===== config.mk =====
export PLATFORM = sky130hd
export DESIGN_NAME = ysyx_22040759_ctrl_fsm_flat
export DESIGN_NICKNAME = d
export VERILOG_FILES = /design/src/rtl/ysyx_22040759_ctrl_fsm_if.sv /design/src/rtl/ysyx_22040759_ctrl_fsm.sv /design/src/flat_wrapper.sv
export SDC_FILE = /design/constraint.sdc
export NUM_CORES = 1
export LEC_CHECK = 0
export BUFFER_PORTS_ARGS = -buffer_cell sky130_fd_sc_hd__clkbuf_2
export CAP_MARGIN = 0
export CORE_UTILIZATION = 48
export CTS_BUF_LIST = sky130_fd_sc_hd__clkbuf_8
export CTS_CLUSTER_DIAMETER = 100
export DETAILED_ROUTE_END_ITERATION = 10
export HOLD_SLACK_MARGIN = 0.08
export PLACE_DENSITY_LB_ADDON = 0.08
export SYNTH_ARGS = -nofsm -noshare
export SYNTH_HDL_FRONTEND = slang
export SYNTH_SLANG_ARGS = --single-unit

===== constraint.sdc =====
create_clock -name clk -period 1.9 [get_ports clk]
set_input_delay 0.285 -clock clk [delete_from_list [all_inputs] [get_ports clk]]
set_output_delay 0.285 -clock clk [all_outputs]
set_load 0.01 [all_outputs]

===== src/rtl/ysyx_22040759_ctrl_fsm_if.sv =====
// ysyx_22040759_ctrl_fsm_if: handshake and datapath control bundle between IFU/datapath and the control FSM
// master: the control FSM (drives inst_ready and all datapath control lines)
// slave : IFU/ALU/LSU side (drives inst_valid, inst, br_taken, alu_done, mem_ack)
interface ysyx_22040759_ctrl_fsm_if;
  logic        inst_valid;
  logic [31:0] inst;
  logic        inst_ready;
  logic        br_taken;
  logic        alu_done;
  logic        mem_ack;
  logic [2:0]  immsel;
  logic [4:0]  alusel;
  logic        alu_word;
  logic        alu_start;
  logic        asel;
  logic        bsel;
  logic        mem_req;
  logic        mem_we;
  logic [2:0]  mem_size;
  logic [1:0]  wbsel;
  logic        regwen;
  logic        pc_wen;
  logic [1:0]  pc_sel;
  logic        halt;
  logic        illegal;
  modport master (
    input  inst_valid, inst, br_taken, alu_done, mem_ack,
    output inst_ready, immsel, alusel, alu_word, alu_start, asel, bsel,
           mem_req, mem_we, mem_size, wbsel, regwen, pc_wen, pc_sel, halt, illegal
  );
  modport slave (
    output inst_valid, inst, br_taken, alu_done, mem_ack,
    input  inst_ready, immsel, alusel, alu_word, alu_start, asel, bsel,
           mem_req, mem_we, mem_size, wbsel, regwen, pc_wen, pc_sel, halt, illegal
  );
endinterface


===== src/rtl/ysyx_22040759_ctrl_fsm.sv =====
// ysyx_22040759_ctrl_fsm: multi-cycle RV32I/RV64I(+M) control unit sequencing FETCH/DECODE/EXEC/MEM/WB
// clk, rst : rising-edge clock, synchronous active-high reset
// bus      : master side of ysyx_22040759_ctrl_fsm_if
//            in : inst_valid, inst, br_taken, alu_done, mem_ack
//            out: inst_ready, immsel, alusel, alu_word, alu_start, asel, bsel, mem_req, mem_we,
//                 mem_size, wbsel, regwen, pc_wen, pc_sel, halt, illegal
module ysyx_22040759_ctrl_fsm #(
  parameter int XLEN  = 64,
  parameter bit HAS_M = 1'b1
) (
  input logic                      clk,
  input logic                      rst,
  ysyx_22040759_ctrl_fsm_if.master bus
);
  localparam logic [2:0] FETCH  = 3'd0;
  localparam logic [2:0] DECODE = 3'd1;
  localparam logic [2:0] EXEC   = 3'd2;
  localparam logic [2:0] MEM    = 3'd3;
  localparam logic [2:0] WB     = 3'd4;
  localparam logic [2:0] TRAP   = 3'd5;
  localparam bit RV64 = XLEN == 64;
  localparam logic [6:0] OP_LUI    = 7'b0110111;
  localparam logic [6:0] OP_AUIPC  = 7'b0010111;
  localparam logic [6:0] OP_JAL    = 7'b1101111;
  localparam logic [6:0] OP_JALR   = 7'b1100111;
  localparam logic [6:0] OP_BR     = 7'b1100011;
  localparam logic [6:0] OP_LD     = 7'b0000011;
  localparam logic [6:0] OP_ST     = 7'b0100011;
  localparam logic [6:0] OP_IMM    = 7'b0010011;
  localparam logic [6:0] OP_IMM32  = 7'b0011011;
  localparam logic [6:0] OP_REG    = 7'b0110011;
  localparam logic [6:0] OP_REG32  = 7'b0111011;
  localparam logic [6:0] OP_FENCE  = 7'b0001111;
  localparam logic [6:0] OP_SYS    = 7'b1110011;
  localparam logic [31:0] EBREAK   = 32'h0010_0073;

  logic [2:0]  state_q, state_d;
  logic [31:0] ir_q, ir_d;
  logic        br_q, br_d;
  logic        illegal_q, illegal_d;
  logic        started_q, started_d;

  logic [6:0] op, f7;
  logic [2:0] f3;
  logic       shift, sh_ok, sh32_ok, r_ok;
  logic       legal, ebrk, is_m, is_ld, is_st, is_br, is_jal, is_jalr, is_fence;
  logic [2:0] imm_sel;
  logic [4:0] alu_sel;
  logic       word, a_pc, b_imm;
  logic [1:0] wb_sel;
  logic       dec_en, exec_done;

  assign op    = ir_q[6:0];
  assign f3    = ir_q[14:12];
  assign f7    = ir_q[31:25];
  assign shift = f3[1:0] == 2'b01;
  // RV64 shift-imm uses a 6-bit shamt, so ir[25] belongs to the shift amount there
  assign sh_ok   = RV64 ? (ir_q[31:26] == 6'd0 || (f3[2] && ir_q[31:26] == 6'h10))
                        : (f7 == 7'd0 || (f3[2] && f7 == 7'h20));
  assign sh32_ok = f7 == 7'd0 || (f3[2] && f7 == 7'h20);
  assign r_ok    = f7 == 7'd0 || (f7 == 7'h20 && (f3 == 3'd0 || f3 == 3'd5)) || (f7 == 7'd1 && HAS_M);

  always_comb begin
    legal    = 1'b0;
    ebrk     = 1'b0;
    is_m     = 1'b0;
    is_ld    = 1'b0;
    is_st    = 1'b0;
    is_br    = 1'b0;
    is_jal   = 1'b0;
    is_jalr  = 1'b0;
    is_fence = 1'b0;
    imm_sel  = 3'd0;
    alu_sel  = 5'd0;
    word     = 1'b0;
    a_pc     = 1'b0;
    b_imm    = 1'b0;
    wb_sel   = 2'd0;
    case (op)
      OP_LUI:   begin legal = 1'b1; imm_sel = 3'd4; alu_sel = 5'b01111; b_imm = 1'b1; end
      OP_AUIPC: begin legal = 1'b1; imm_sel = 3'd4; a_pc = 1'b1; b_imm = 1'b1; end
      OP_JAL:   begin legal = 1'b1; imm_sel = 3'd5; a_pc = 1'b1; b_imm = 1'b1; wb_sel = 2'd2; is_jal = 1'b1; end
      OP_JALR:  begin legal = 1'b1; imm_sel = 3'd1; b_imm = 1'b1; wb_sel = 2'd2; is_jalr = 1'b1; end
      OP_BR:    begin legal = 1'b1; imm_sel = 3'd3; alu_sel = {2'b01, f3}; is_br = 1'b1; end
      OP_LD:    begin legal = 1'b1; imm_sel = 3'd1; b_imm = 1'b1; wb_sel = 2'd1; is_ld = 1'b1; end
      OP_ST:    begin legal = 1'b1; imm_sel = 3'd2; b_imm = 1'b1; is_st = 1'b1; end
      OP_IMM: begin
        legal   = !shift || sh_ok;
        imm_sel = 3'd1;
        b_imm   = 1'b1;
        alu_sel = {1'b0, shift & ir_q[30], f3};
      end
      OP_IMM32: begin
        legal   = RV64 && (!shift || sh32_ok);
        imm_sel = 3'd1;
        b_imm   = 1'b1;
        word    = 1'b1;
        alu_sel = {1'b0, shift & ir_q[30], f3};
      end
      OP_REG: begin
        legal   = r_ok;
        is_m    = f7 == 7'd1;
        alu_sel = {is_m, ir_q[30], f3};
      end
      OP_REG32: begin
        legal   = RV64 && r_ok;
        is_m    = f7 == 7'd1;
        word    = 1'b1;
        alu_sel = {is_m, ir_q[30], f3};
      end
      OP_FENCE: begin legal = 1'b1; is_fence = 1'b1; end
      OP_SYS:   ebrk = ir_q == EBREAK;
      default:  ;
    endcase
  end

  // M ops finish only on an alu_done seen after the start pulse has gone out
  assign exec_done = !is_m || (started_q && bus.alu_done);

  always_comb begin
    state_d   = state_q;
    ir_d      = ir_q;
    br_d      = br_q;
    illegal_d = illegal_q;
    started_d = 1'b0;
    case (state_q)
      FETCH: if (bus.inst_valid) begin
        ir_d    = bus.inst;
        state_d = DECODE;
      end
      DECODE: begin
        state_d   = legal ? EXEC : TRAP;
        illegal_d = !legal && !ebrk;
      end
      EXEC: begin
        br_d      = bus.br_taken;
        started_d = is_m && !exec_done;
        state_d   = !exec_done ? EXEC : (is_ld || is_st) ? MEM : WB;
      end
      MEM:     state_d = !bus.mem_ack ? MEM : is_st ? FETCH : WB;
      WB:      state_d = FETCH;
      default: ;
    endcase
  end

  always_ff @(posedge clk) begin
    if (rst) begin
      state_q   <= FETCH;
      ir_q      <= '0;
      br_q      <= 1'b0;
      illegal_q <= 1'b0;
      started_q <= 1'b0;
    end else begin
      state_q   <= state_d;
      ir_q      <= ir_d;
      br_q      <= br_d;
      illegal_q <= illegal_d;
      started_q <= started_d;
    end
  end

  // decode outputs are only driven while an accepted, legal instruction is in flight
  assign dec_en = legal && (state_q == DECODE || state_q == EXEC || state_q == MEM || state_q == WB);

  assign bus.inst_ready = state_q == FETCH;
  assign bus.immsel     = dec_en ? imm_sel : 3'd0;
  assign bus.alusel     = dec_en ? alu_sel : 5'd0;
  assign bus.alu_word   = dec_en && word;
  assign bus.asel       = dec_en && a_pc;
  assign bus.bsel       = dec_en && b_imm;
  assign bus.mem_size   = (dec_en && (is_ld || is_st)) ? f3 : 3'd0;
  assign bus.wbsel      = dec_en ? wb_sel : 2'd0;
  assign bus.alu_start  = state_q == EXEC && is_m && !started_q;
  assign bus.mem_req    = state_q == MEM;
  assign bus.mem_we     = state_q == MEM && is_st;
  assign bus.regwen     = state_q == WB && ir_q[11:7] != 5'd0 && !is_br && !is_fence;
  assign bus.pc_wen     = state_q == WB || (state_q == MEM && is_st && bus.mem_ack);
  assign bus.pc_sel     = state_q != WB ? 2'd0 : is_jal ? 2'd1 : is_jalr ? 2'd2 : (is_br && br_q) ? 2'd1 : 2'd0;
  assign bus.halt       = state_q == TRAP;
  assign bus.illegal    = illegal_q;
endmodule


===== src/flat_wrapper.sv =====
// flat-port wrapper written by rule: the top's interface ports become plain ports
module ysyx_22040759_ctrl_fsm_flat 
#(
  parameter int XLEN  = 64,
  parameter bit HAS_M = 1'b1
)
  (clk, rst, bus_inst_valid, bus_inst, bus_br_taken, bus_alu_done, bus_mem_ack, bus_inst_ready, bus_immsel, bus_alusel, bus_alu_word, bus_alu_start, bus_asel, bus_bsel, bus_mem_req, bus_mem_we, bus_mem_size, bus_wbsel, bus_regwen, bus_pc_wen, bus_pc_sel, bus_halt, bus_illegal);
  ysyx_22040759_ctrl_fsm_if bus_i ();
  input logic clk;
  input logic rst;
  input wire logic [$bits(bus_i.inst_valid)-1:0] bus_inst_valid;
  input wire logic [$bits(bus_i.inst)-1:0] bus_inst;
  input wire logic [$bits(bus_i.br_taken)-1:0] bus_br_taken;
  input wire logic [$bits(bus_i.alu_done)-1:0] bus_alu_done;
  input wire logic [$bits(bus_i.mem_ack)-1:0] bus_mem_ack;
  output wire logic [$bits(bus_i.inst_ready)-1:0] bus_inst_ready;
  output wire logic [$bits(bus_i.immsel)-1:0] bus_immsel;
  output wire logic [$bits(bus_i.alusel)-1:0] bus_alusel;
  output wire logic [$bits(bus_i.alu_word)-1:0] bus_alu_word;
  output wire logic [$bits(bus_i.alu_start)-1:0] bus_alu_start;
  output wire logic [$bits(bus_i.asel)-1:0] bus_asel;
  output wire logic [$bits(bus_i.bsel)-1:0] bus_bsel;
  output wire logic [$bits(bus_i.mem_req)-1:0] bus_mem_req;
  output wire logic [$bits(bus_i.mem_we)-1:0] bus_mem_we;
  output wire logic [$bits(bus_i.mem_size)-1:0] bus_mem_size;
  output wire logic [$bits(bus_i.wbsel)-1:0] bus_wbsel;
  output wire logic [$bits(bus_i.regwen)-1:0] bus_regwen;
  output wire logic [$bits(bus_i.pc_wen)-1:0] bus_pc_wen;
  output wire logic [$bits(bus_i.pc_sel)-1:0] bus_pc_sel;
  output wire logic [$bits(bus_i.halt)-1:0] bus_halt;
  output wire logic [$bits(bus_i.illegal)-1:0] bus_illegal;
  assign bus_i.inst_valid = bus_inst_valid;
  assign bus_i.inst = bus_inst;
  assign bus_i.br_taken = bus_br_taken;
  assign bus_i.alu_done = bus_alu_done;
  assign bus_i.mem_ack = bus_mem_ack;
  assign bus_inst_ready = bus_i.inst_ready;
  assign bus_immsel = bus_i.immsel;
  assign bus_alusel = bus_i.alusel;
  assign bus_alu_word = bus_i.alu_word;
  assign bus_alu_start = bus_i.alu_start;
  assign bus_asel = bus_i.asel;
  assign bus_bsel = bus_i.bsel;
  assign bus_mem_req = bus_i.mem_req;
  assign bus_mem_we = bus_i.mem_we;
  assign bus_mem_size = bus_i.mem_size;
  assign bus_wbsel = bus_i.wbsel;
  assign bus_regwen = bus_i.regwen;
  assign bus_pc_wen = bus_i.pc_wen;
  assign bus_pc_sel = bus_i.pc_sel;
  assign bus_halt = bus_i.halt;
  assign bus_illegal = bus_i.illegal;
  ysyx_22040759_ctrl_fsm #(.XLEN(XLEN), .HAS_M(HAS_M)) u_core (.clk(clk), .rst(rst), .bus(bus_i));
endmodule

==> metrics.md <==
| Metric | Value |
|---|---|
| Port bufs | `63` |
| Worst-margin pin slew | `0.5972 ns` |
| Die X | `67.27 µm` |
| Fin area | `0.003142 mm²` |
| Setup crit end kind | `output port` |
| Average size of a mapped cell | `7.148 µm²` |
| Initial Util | `50.39%` |
| Largest cells by area after synthesis | `dfxtp_1, nand2_1, a21oi_1, nor3_2, clkbuf_1` |
| Max-cap check violation count | `0` |
| Setup ws final | `-0.5476 ns` |
| Number of global-route vias before repair | `1,971` |
| RSZ-0062 raised after global routing | `true` |
| Top cells by count, synth | `nand2_1, a21oi_1, dfxtp_1` |
| Slew margin rel. | `60.09%` |
| Post-Synth XOR/XNOR Area | `0.4284%` |
| Clk buf depth | `2` |
| Final hold viol count | `0` |
| Minimum clock period | `2.448 ns` |
| FF+latch count, synth | `38` |
| Critical path launch point type | `flop` |
| Post-synthesis sequential area ratio | `37.21%` |
| Most numerous cell in the Yosys netlist | `nand2_1` |
| Failing checks | `setup timing` |
| Post-route clock period utilization | `128.8%` |
| Antenna Cells | `0` |
| WHS | `0.1969 ns` |
| DIE AREA | `0.004525 mm²` |
| Top cell type by total area after synthesis | `dfxtp_1` |
| Synth Warn # | `0` |
| Hold WC Path Type | `primary input to flop` |
| I/O pin cnt | `64` |
| Final ANT Viol Nets | `0` |
| Gr usage total | `26.91%` |
| Vias per Instance | `5.514` |
| Ys flop type | `dfxtp_1` |
| Post-Synth Simple-Gate Area | `35.92%` |
| Mux share of post-synthesis cell area | `0.4896%` |
| Dpl hpwl | `4014 µm` |
| Crit-path max FO | `5` |
| Rows | `23` |
| DRT Wirelength | `6294 µm` |
| Worst endpoint required time | `1.62 ns` |
| Clk pin slew, worst setup/hold paths | `0.07 ns` |
| 1st-iter DRT viols | `267` |
| Fin nets | `425` |
| Synth Area in Compound Gates | `19.34%` |
| Largest net degree at the start of global routing | `37` |
| Num Clock Sinks | `38` |
| Total congestion overflow | `0` |
| Placer Congestion | `0.8567` |
| Num CTS Buffers | `5` |
| # setup viols final | `20` |
| FMAX | `408.6 MHz` |
| DRT Pass-1 Iters | `4` |
| Yosys top cell area share | `37.21%` |
| Final slew viol count | `0` |
| CTS tree | `built` |
| Status | `finished, violations left` |
| Leakage Power | `1.341 nW` |
| Post-synth net total | `324` |
| Synth-to-layout area growth | `53.67%` |
| Largest family of logic cells by synthesized area | `simple AND/OR/NAND/NOR gates` |
| Core box area | `0.004058 mm²` |
| Max VDD drop | `0.7755 mV` |
| Die Y | `67.27 µm` |
| DRC Markers | `0` |
| Clock skew | `0.002338 ns` |
| Reg2reg path depth | `7` |
| Worst skew pair latency | `0.30 ns` |
| Post-DP Area | `0.002645 mm²` |
| Mapped Area | `0.002044 mm²` |
| Root Driver | `clkbuf_8` |
| Worst hold path depth | `3` |
| Total number of vias | `2,415` |
| First-pass GRT wire length | `9128 µm` |
| Synth async-reset ratio | `0%` |
| H-tree level count | `2` |
| Post-Synthesis Cells | `286` |
| Initial antenna violation count | `0` |
| Layout cells sized above 1 | `44.33%` |
| Power Density | `638.5 mW/mm²` |
| Library cells used by synthesis | `45` |
| WL per Instance | `14.37 µm` |
| Hold Buf Count CTS | `0` |
| Post-Synth Adder-Cell Area | `0%` |
| Post-synth EDFFs | `0` |
| Critical path class | `flop to output port` |
| Worst EP arrival | `2.16 ns` |
==> final timing paths <==
| path | startpoint | endpoint | slack [ns] |
|---|---|---|---|
| worst max-delay path | u_core.ir_q[6] | bus_alusel[2] | -0.55 |
| worst min-delay path | bus_inst[6] | u_core.ir_q[6] | 0.20 |
| worst max register to register | u_core.ir_q[6] | u_core.state_q[2] | -0.18 |
| worst min register to register | u_core.ir_q[9] | u_core.ir_q[9] | 0.45 |
==> power breakdown <==
part	internal (mW)	switching, mW
Clock	0.386	0.292
Sequential	0.846	0.0409
Combinational	0.203	0.237
==> critical path: stages, from the launching register on <==
cell	delay [ns]
dfxtp_2	0.34
buf_6	0.13
a2111oi_1	0.60
o31ai_2	0.17
o21a_4	0.18
buf_6	0.14
nor3_2	0.16
buf_2	0.15
==> placed cells by master (no fill, tap or decap), types with 6 or more instances in the layout <==
cell type,synthesis,layout
nor3_1,10,7
o21ai_0,6,6
buf_6,1,11
clkbuf_2,0,48
a21oi_1,43,43
buf_4,0,39
dfxtp_2,0,7
dfxtp_1,38,30
nor2_1,14,9
buf_2,6,15
nand2_1,74,72
nor3_2,8,8
inv_1,10,10
==> logic make-up (layout without fill, tap and decap cells) <==
kind of cell    Yosys count  after routing
compound gates           68             69
xor+xnor                  1              1
buf+inv                  32            133
flops                    38             38
mux                       1              1
simple gates            146            146
==> per-stage QoR <==
| stage | std cells | power (mW) | util, % | setup TNS [ns] | setup WS [ns] |
|---|---|---|---|---|---|
| final | 438 | 2.006 | 77.43 | -7.132 | -0.5476 |
| after global routing | 438 | 2.091 | 77.43 | -8.710 | -0.6276 |
| after CTS | 430 | 1.968 | 73.02 | -5.709 | -0.4141 |
| after detailed placement | 417 | 1.264 | 65.19 | -1.718 | -0.1942 |
| after global placement | 417 | 1.256 | 65.19 | -1.544 | -0.1789 |
| after floorplan | 286 | 1.101 | - | -0.2530 | -0.06325 |
==> final cells by class <==
| cell class | count | area, µm² |
|---|---|---|
| clock buffer | 5 | 68.82 |
| clock inverter | 3 | 40.04 |
| fill | 287 | 915.9 |
| inverter | 10 | 37.54 |
| multi-input combinational | 217 | 1393 |
| sequential | 38 | 773.2 |
| tap | 50 | 62.56 |
| timing repair buffer | 115 | 767.0 |
==> sequential cells by signal, indices dropped and copies added (netlist names) <==
name / cells
u_core.br_q: 1
u_core.bus.illegal: 1
u_core.ir_q: 32
u_core.state_q: 3
u_core.started_q: 1
==> layer usage <==
layer  share of wire, %  vias to the layer above  GRT usage, %
li1                   -                     1194             -
met1                 44                     1122         34.20
met2                 50                       90         45.00
met3                4.8                        9         4.899
met4                1.4                        0         10.11
met5                  0                        -             0
==> timing repair <==
action | CTS | global route
gates cloned | 1 | 0
endpoints found under the setup margin | 25 | 25
endpoints found under the hold margin | 0 | 0
pin swaps | 21 | 16
buffers inserted | 5 | 9
resized for setup | 38 | 43
Power figures use the tool's default switching activity.
